## config.mk

```make
export PLATFORM = sky130hd
export DESIGN_NAME = fwd_hazard_scoreboard
export DESIGN_NICKNAME = d
export VERILOG_FILES = /design/src/rtl/fwd_hazard_scoreboard.sv
export SDC_FILE = /design/constraint.sdc
export NUM_CORES = 1
export LEC_CHECK = 0
export CAP_MARGIN = 20
export CORE_ASPECT_RATIO = 1.1
export CORE_MARGIN = 2
export CORE_UTILIZATION = 54
export DETAILED_ROUTE_END_ITERATION = 8
export PLACE_DENSITY = 0.89
export SYNTH_ARGS = -nofsm -noshare
export SYNTH_HDL_FRONTEND = slang
export SYNTH_SLANG_ARGS = --single-unit
export TNS_END_PERCENT = 100
```

## constraint.sdc

```tcl
create_clock -name clk -period 8.32 [get_ports clk]
set_input_delay 1.248 -clock clk [delete_from_list [all_inputs] [get_ports clk]]
set_output_delay 1.248 -clock clk [all_outputs]
set_load 0.03 [all_outputs]
```

## src/rtl/fwd_hazard_scoreboard.sv

```systemverilog
// EX operand forwarding plus ID-stage hazard detection (load-use, long-latency scoreboard, capacity).
// Optional macro FWD_LL_BYPASS_EN lets a same-cycle long-latency completion release dependent stalls.
module fwd_hazard_scoreboard #(
  parameter int unsigned AW      = 5,
  parameter int unsigned NUM_SRC = 2,
  parameter int unsigned NUM_FWD = 2,
  parameter int unsigned MAX_OUT = 4,
  parameter int unsigned CNT_W   = 32,
  localparam int unsigned FSEL_W = $clog2(NUM_FWD + 1),
  localparam int unsigned OUT_W  = $clog2(MAX_OUT + 1),
  localparam int unsigned NREG   = 2 ** AW
) (
  input  logic                      clk,
  input  logic                      rst,
  input  logic [NUM_SRC*AW-1:0]     ex_rs,
  input  logic [NUM_FWD*AW-1:0]     fwd_rd,
  input  logic [NUM_FWD-1:0]        fwd_we,
  output logic [NUM_SRC*FSEL_W-1:0] fwd_sel,
  input  logic                      id_valid,
  input  logic                      id_flush,
  input  logic [NUM_SRC*AW-1:0]     id_rs,
  input  logic [NUM_SRC-1:0]        id_rs_used,
  input  logic [AW-1:0]             id_rd,
  input  logic                      id_rd_we,
  input  logic                      id_is_ll,
  input  logic [AW-1:0]             idex_rd,
  input  logic                      idex_mem_read,
  input  logic                      ll_done_valid,
  input  logic [AW-1:0]             ll_done_rd,
  output logic                      id_stall,
  output logic [NREG-1:0]           busy_vec,
  output logic [OUT_W-1:0]          outstanding,
  output logic [CNT_W-1:0]          stall_cnt,
  output logic                      sb_err
);

  logic            found;
  logic [NREG-1:0] done_mask;
  logic [NREG-1:0] busy_eff;
  logic [NREG-1:0] busy_nxt;
  logic            done_ok;
  logic            slot_free;
  logic            hz_load_use;
  logic            hz_raw;
  logic            hz_waw;
  logic            hz_cap;
  logic            issue;
  logic            err_set;

  // Forwarding select: youngest matching stage wins, x0 never forwarded
  always_comb begin
    fwd_sel = '0;
    for (int unsigned i = 0; i < NUM_SRC; i++) begin
      found = 1'b0;
      for (int unsigned k = 0; k < NUM_FWD; k++) begin
        if (!found && fwd_we[k] && (fwd_rd[k*AW +: AW] != '0) &&
            (fwd_rd[k*AW +: AW] == ex_rs[i*AW +: AW])) begin
          fwd_sel[i*FSEL_W +: FSEL_W] = FSEL_W'(k + 1);
          found = 1'b1;
        end
      end
    end
  end

  assign done_ok = ll_done_valid && (ll_done_rd != '0) && busy_vec[ll_done_rd];

  always_comb begin
    done_mask = '0;
    for (int unsigned r = 0; r < NREG; r++) begin
      done_mask[r] = ll_done_valid && (ll_done_rd == AW'(r));
    end
  end

`ifdef FWD_LL_BYPASS_EN
  assign busy_eff  = busy_vec & ~done_mask;
  assign slot_free = (outstanding != OUT_W'(MAX_OUT)) || done_ok;
`else
  assign busy_eff  = busy_vec;
  assign slot_free = (outstanding != OUT_W'(MAX_OUT));
`endif

  // Hazard detection against the instruction sitting in ID
  always_comb begin
    hz_load_use = 1'b0;
    hz_raw      = 1'b0;
    for (int unsigned i = 0; i < NUM_SRC; i++) begin
      if (id_rs_used[i] && (id_rs[i*AW +: AW] == idex_rd)) begin
        hz_load_use = 1'b1;
      end
      if (id_rs_used[i] && (id_rs[i*AW +: AW] != '0) && busy_eff[id_rs[i*AW +: AW]]) begin
        hz_raw = 1'b1;
      end
    end
    hz_load_use = hz_load_use && idex_mem_read && (idex_rd != '0) && id_valid;
    hz_raw      = hz_raw && id_valid;
    hz_waw      = id_valid && id_rd_we && (id_rd != '0) && busy_eff[id_rd];
    hz_cap      = id_valid && id_is_ll && !slot_free;
  end

  assign id_stall = (hz_load_use || hz_raw || hz_waw || hz_cap) && !id_flush && !rst;
  assign issue    = id_valid && !id_flush && !id_stall && id_is_ll && id_rd_we && (id_rd != '0);
  assign err_set  = (ll_done_valid && !done_ok) || (issue && ll_done_valid && (ll_done_rd == id_rd));

  // Issue applied after completion so a same-rd collision leaves the bit set
  always_comb begin
    busy_nxt = busy_vec;
    if (done_ok) busy_nxt[ll_done_rd] = 1'b0;
    if (issue)   busy_nxt[id_rd]      = 1'b1;
  end

  always_ff @(posedge clk) begin
    if (rst) begin
      busy_vec    <= '0;
      outstanding <= '0;
      stall_cnt   <= '0;
      sb_err      <= 1'b0;
    end else begin
      busy_vec    <= busy_nxt;
      outstanding <= outstanding + OUT_W'(issue) - OUT_W'(done_ok);
      if (id_stall && (stall_cnt != '1)) stall_cnt <= stall_cnt + CNT_W'(1);
      if (err_set) sb_err <= 1'b1;
    end
  end

endmodule

```

### Yosys cells after proc, flatten, opt, wreduce, memory -nomap -nowiden

Cells that the tools add are included.

* $add $sub $neg: 3
* magnitude comparators: 6
* eq/ne operators: 9
* muxes and demuxes: 24
* bitwise operators: 3
* reduce and logical (&&, ||, !) cells: 57

Operator list (count)
* $mux 32: 2
* $logic_and 1x1->1: 39
* $eq 5x5->1: 7
* $reduce_bool 5->1: 7
* $add 32x1->32 const B: 1
* $and 32x32->32: 1
* $ne 32x32->1 const B: 1
* $not 32->32: 1
* $or 32x32->32: 1
* $lt 5x6->1 const B: 4
* $bmux 1 s5: 4
* $mux 1: 14
* $demux 1 s5: 2
* $ge 5x1->1 const B: 2
* $logic_not 1->1: 7
* $logic_or 1x1->1: 4
* $mux 2: 2
* $add 3x1->3: 1
* $ne 3x3->1 const B: 1
* $sub 3x1->3: 1

* bits in registers: 68
* input port bits: 57
* output and inout bits: 73
* logic and storage cells: 106

### Logic depth before layout (Yosys ltp)

* depth in word-level cells: 20
* mapped depth: 19
* depth with buffers taken out: 15

### Least setup slack after synthesis

Ideal clock, no wire load.

* path kind: input port to flip-flop
* from: input port id_rs[1]
* to: register outstanding[2]
* library setup time: 0.128 ns
* arrival: 4.754 ns
* required time: 8.192 ns
* setup slack: 3.439 ns
* stages: 18
* path buffers: 3
* cells stage by stage: buf_2 > mux4_2 > mux2_2 > o22ai_1 > o22ai_1 > a211oi_4 > buf_6 > buf_6 > nor2_1 > or3_1 > ha_1 > inv_1 > ha_1 > inv_1 > fa_1 > xor2_1 > xnor2_1 > nor2_1

* longest elaborated chain between the ends: 19
* elaborated cells on any way between the ends: 27
* classes of those cells: add/sub (2); eq/ne (1); mux (6); reduce/logical (18)

RTL lines
* from (decl): line 21 `input logic [NUM_SRC*AW-1:0] id_rs,`
* parallel branches: the longest is 7 deep, another holds $bmux 1 s5
* $logic_or 1x1->1 * (3 in series): line 100 `assign id_stall = (hz_load_use || hz_raw || hz_waw || hz_cap) && !id_flush && !rst;`
* $logic_and 1x1->1 * (2 in series): line 100
* net id_stall: line 30 `output logic id_stall,`
* $logic_not 1->1 *: line 101 `assign issue = id_valid && !id_flush && !id_stall && id_is_ll && id_rd_we && (id_rd != '0);`
* $logic_and 1x1->1 * (4 in series): line 101
* $add 3x1->3 *: line 119 `outstanding <= outstanding + OUT_W'(issue) - OUT_W'(done_ok);`
* $sub 3x1->3 *: line 119
* to (signal assigned): line 119
* to (decl): line 32 `output logic [OUT_W-1:0] outstanding,`

Mark *: on every way through the listed nets, which the timed path passes. The select of a mux whose other input is x is not followed.
A chain may end at the register's enable or synchronous reset.

### Worst setup path after layout

* from: input port id_rd[1]
* to: output port id_stall

* longest elaborated chain between the ends: 7
* elaborated cells on any way between the ends: 9
* classes of those cells: mux (2); reduce/logical (7)

RTL lines
* from (decl): line 23 `input logic [AW-1:0] id_rd,`
* $bmux 1 s5 or $reduce_bool 5->1 (tied branches): line 96 `hz_waw = id_valid && id_rd_we && (id_rd != '0) && busy_eff[id_rd];`
* $mux 1 (implied by the code) or $logic_and 1x1->1 (tied branches): line 96
* $logic_and 1x1->1 *: line 96
* $logic_or 1x1->1 * (2 in series): line 100
* $logic_and 1x1->1 * (2 in series): line 100
* to (decl): line 30

Mark *: on every way between the ends. The rest lies on a longest branch, timed or not. The select of a mux whose other input is x is not followed.

==> impl_metrics.json <==
{
  "status": "finished clean",
  "place_ws_ps": 2420,
  "design.die.area_mm2": 0.01003,
  "synthXorXnorAreaFrac_pct": 5.617,
  "grt_antenna_before_repair": 0,
  "clkSlewWorstSetupHoldPaths_ps": 70,
  "net-switching-power_uw": 214.2,
  "synth.lib_cells_used.distinct": 58,
  "critical_path.max_stage_delay_ps": 1160,
  "synth_seq_area_share_pct": 27.28,
  "grt_usage_pct": 33.22,
  "clock_tree_from_tritoncts": "done",
  "cellInternalPower_uw": 595.6,
  "timing.setup.critical_path_class": "in2out",
  "layout.nets": 744,
  "clock_power_share_pct": 44.6,
  "cpMostUsedCell": "clkdlybuf4s50_1",
  "floorplan.io_pins": 130,
  "placement.io_buffers": 129,
  "startpoint_type": "primary input",
  "syn_avg_cell_area_um2": 8.544,
  "number_of_buffers_created_by_cts": 9,
  "timing.hold.worst.class": "reg2reg",
  "setup_tns_ps": 0,
  "first_pass_iters": 6,
  "postCtsResizedCells": 0,
  "worstMarginPinSlew_ps": 1041,
  "logic_pwr_share_pct": 15.0,
  "detailed_place_hpwl_mm": 11.89,
  "worstPathMaxFanout": 59,
  "report.final.setup_viol": 0,
  "seq_power_share_pct": 40.5,
  "postRouteAntennaNets": 0,
  "core_mm2": 0.008919,
  "main_combinational_cell_family_by_area_after_synthesis": "simple AND/OR/NAND/NOR gates",
  "grt_start_max_net_pins": 60,
  "antenna-diode-count": 0,
  "layout-area-overhead-vs-synth_pct": 30.09,
  "grt_use_met3_pct": 7.931,
  "timing_max_transition_violations_final": 0,
  "maxClockFrequency_mhz": 167.9,
  "synth_compound_gate_area_share_pct": 18.88,
  "weighted_congestion_at_the_end_of_routability_driven_global_placement": 1.018,
  "cts-root-to-sink-buffers": 2,
  "cp.buffers_inverters": 3,
  "yosysWarningCount": 0,
  "period_minus_slack_ps": 5956,
  "synth.ff_latch_count": 68,
  "vias_after_detailed_routing": 5326,
  "netlist.area_leader.share_pct": 27.28,
  "die_h_um": 104.8,
  "post-place-cells": 786,
  "routed_via_density": 6.641,
  "cap_violations": 0,
  "cellPowerDensity_mw_per_mm2": 124.8,
  "synthesis.nets": 645,
  "timing_hold_violations_final": 0,
  "clkLatencyLatePin_ps": 370,
  "fp-row-count": 36,
  "synth.mux.area_fraction_pct": 17.18,
  "synth-edff-count": 0,
  "yosysTopAreaCell": "dfxtp_1",
  "grt.overflow.total": 0,
  "timing.critical_path.required_ps": 7070,
  "grt_busiest_layer": "met2",
  "via_count_of_the_first_global_routing_pass": 5084,
  "routed_wire_length_per_instance_um": 20.60,
  "top_cells_by_count_synth": "dfxtp_1 (68), nand2_1 (44), nor2_1 (42)",
  "async_flop_share_pct": 0,
  "setup_repair_after_global_routing_missed_its_margin": "no",
  "layout_setup_ws_ps": 2364,
  "clkSinkCount": 68,
  "gr-usage-met1_pct": 40.16,
  "synthTopCellsByArea": "dfxtp_1 (27%), mux4_2 (11%), a21oi_1 (3.9%), mux2i_1 (3.4%), nand2_1 (3.3%)",
  "post-synth-top-count-cell": "dfxtp_1",
  "postCtsSetupRepairBufs": 0,
  "maxSlewHeadroom_pct": 30.36,
  "netlist_area_mm2": 0.004990,
  "timing.final.crit_share_pct": 71.59,
  "power_leakage_uw": 0.002150,
  "stdcell_count": 802,
  "critical_path.top_delay_family": "buffers and inverters",
  "placedInstanceArea_mm2": 0.006232,
  "finalWirelength_mm": 16.52,
  "dieWidth_um": 95.66,
  "timing.critical_path.to_type": "output port",
  "critical_path.slowest_cell": "clkdlybuf4s50_1",
  "crit_chain": "clkdlybuf4s50_1 -> mux2i_1 -> o221ai_1 -> o31ai_1 -> o21ai_1 -> a211oi_4 -> buf_4 -> nor2_1 -> clkdlybuf4s50_1",
  "drc_violations": 0,
  "post_synth_fa_ha_maj_area_fraction_pct": 1.153,
  "clock-skew-final_ps": 13.61,
  "cts-root-buf": "clkbuf_8",
  "dominantRegCellSynth": "dfxtp_1",
  "postSynthCellCount": 584,
  "initial_utilization_pct": 55.95,
  "irDropWorstVdd_mv": 0.09192,
  "cts_hold_buf": 0,
  "clock_tree.htree_level_count": 3,
  "drt_iter0_markers": 572,
  "netSwitchingFraction_pct": 26.45,
  "global_route_wire_length_before_repair_mm": 25.87,
  "post_route_cell_area_mm2": 0.006491,
  "critPathArrivalTime_ps": 4710,
  "layout-drive-gt1-share_pct": 11.63,
  "synthesized_area_fraction_occupied_by_and_or_nand_nor_cells_pct": 23.90,
  "grt_use_met2_pct": 53.25
}
-- metrics by stage --
| step | hold WS, ps | utilization, % | total power, uW |
|---|---|---|---|
| detailed placement | 484.2 | 69.88 | 453.9 |
| global placement | 479.7 | 69.88 | 450.5 |
| global route | 511.3 | 72.78 | 831.1 |
| finish | 494.3 | 72.78 | 809.8 |
| CTS | 495.4 | 72.78 | 804.8 |
| floorplan | 594.4 | - | 410.0 |
-- power by group through the flow --
stage	registers (uW)	logic (uW)	clock network [uW]
6_report	328	121	361
3_3_place_gp	335	115	0
4_1_cts	328	119	358
5_1_grt	328	129	374
3_5_place_dp	335	119	0
2_1_floorplan	337	72.9	0
-- layer usage --
layer | vias up | part of all wire [%] | wire length [um]
met4 | 0 | 5.3 | 880
met2 | 358 | 49 | 8058
met5 | - | 0 | 0
met1 | 2490 | 36 | 5921
li1 | 2382 | - | -
met3 | 96 | 10 | 1664
-- registers in the layout (all words and copies together), names as in the netlist --
register	cells
stall_cnt	32
sb_err	1
busy_vec	32
outstanding	3
-- final timing paths --
check                from             end  slack [ps]  depth (start not counted)
min          stall_cnt[4]    stall_cnt[4]         490                          2
max              id_rd[1]        id_stall        2360                          9
max reg2reg  busy_vec[25]  outstanding[2]        4260                         16
min reg2reg  stall_cnt[4]    stall_cnt[4]         490                          2
-- cell usage in the layout, fill, tap and decap left out, drive strengths merged, types with 12 or more instances in the layout --
master	instances
nand3	21
or3	14
o31ai	14
a31o	17
xor2	15
mux4	24
a21oi	39
inv	26
dfxtp	68
a211o	12
clkdlybuf4s50	128
nor2	42
mux2	13
mux2i	17
or4	17
o21ai	30
xnor2	17
nand2	44
-- final cells by class --
| type | instances | area (um^2) |
|---|---|---|
| multi-input cells | 447 | 3329 |
| fillers | 650 | 2427 |
| flip-flops and latches | 68 | 1361 |
| repair buffers | 131 | 1301 |
| clock buffers | 11 | 151.4 |
| well taps | 114 | 142.6 |
| clock inverters | 5 | 107.6 |
| inverters | 26 | 97.59 |
-- kinds of logic after synthesis --
| kind of cell | Yosys count |
|---|---|
| buffers and inverters | 69 |
| adders and majority gates | 4 |
| AOI/OAI and AO/OA | 140 |
| xor gates and xnor gates | 32 |
| muxes | 54 |
| and+or+nand+nor | 217 |
| DFF | 68 |
-- worst min-delay path: cells and delay by family (launching register included) --
kind | cells | cell delay, ps
multiplexers | 1 | 50
AND/OR/NAND/NOR | 1 | 60
flip-flops | 1 | 340
Note: power is estimated with default switching activity, not from simulation.
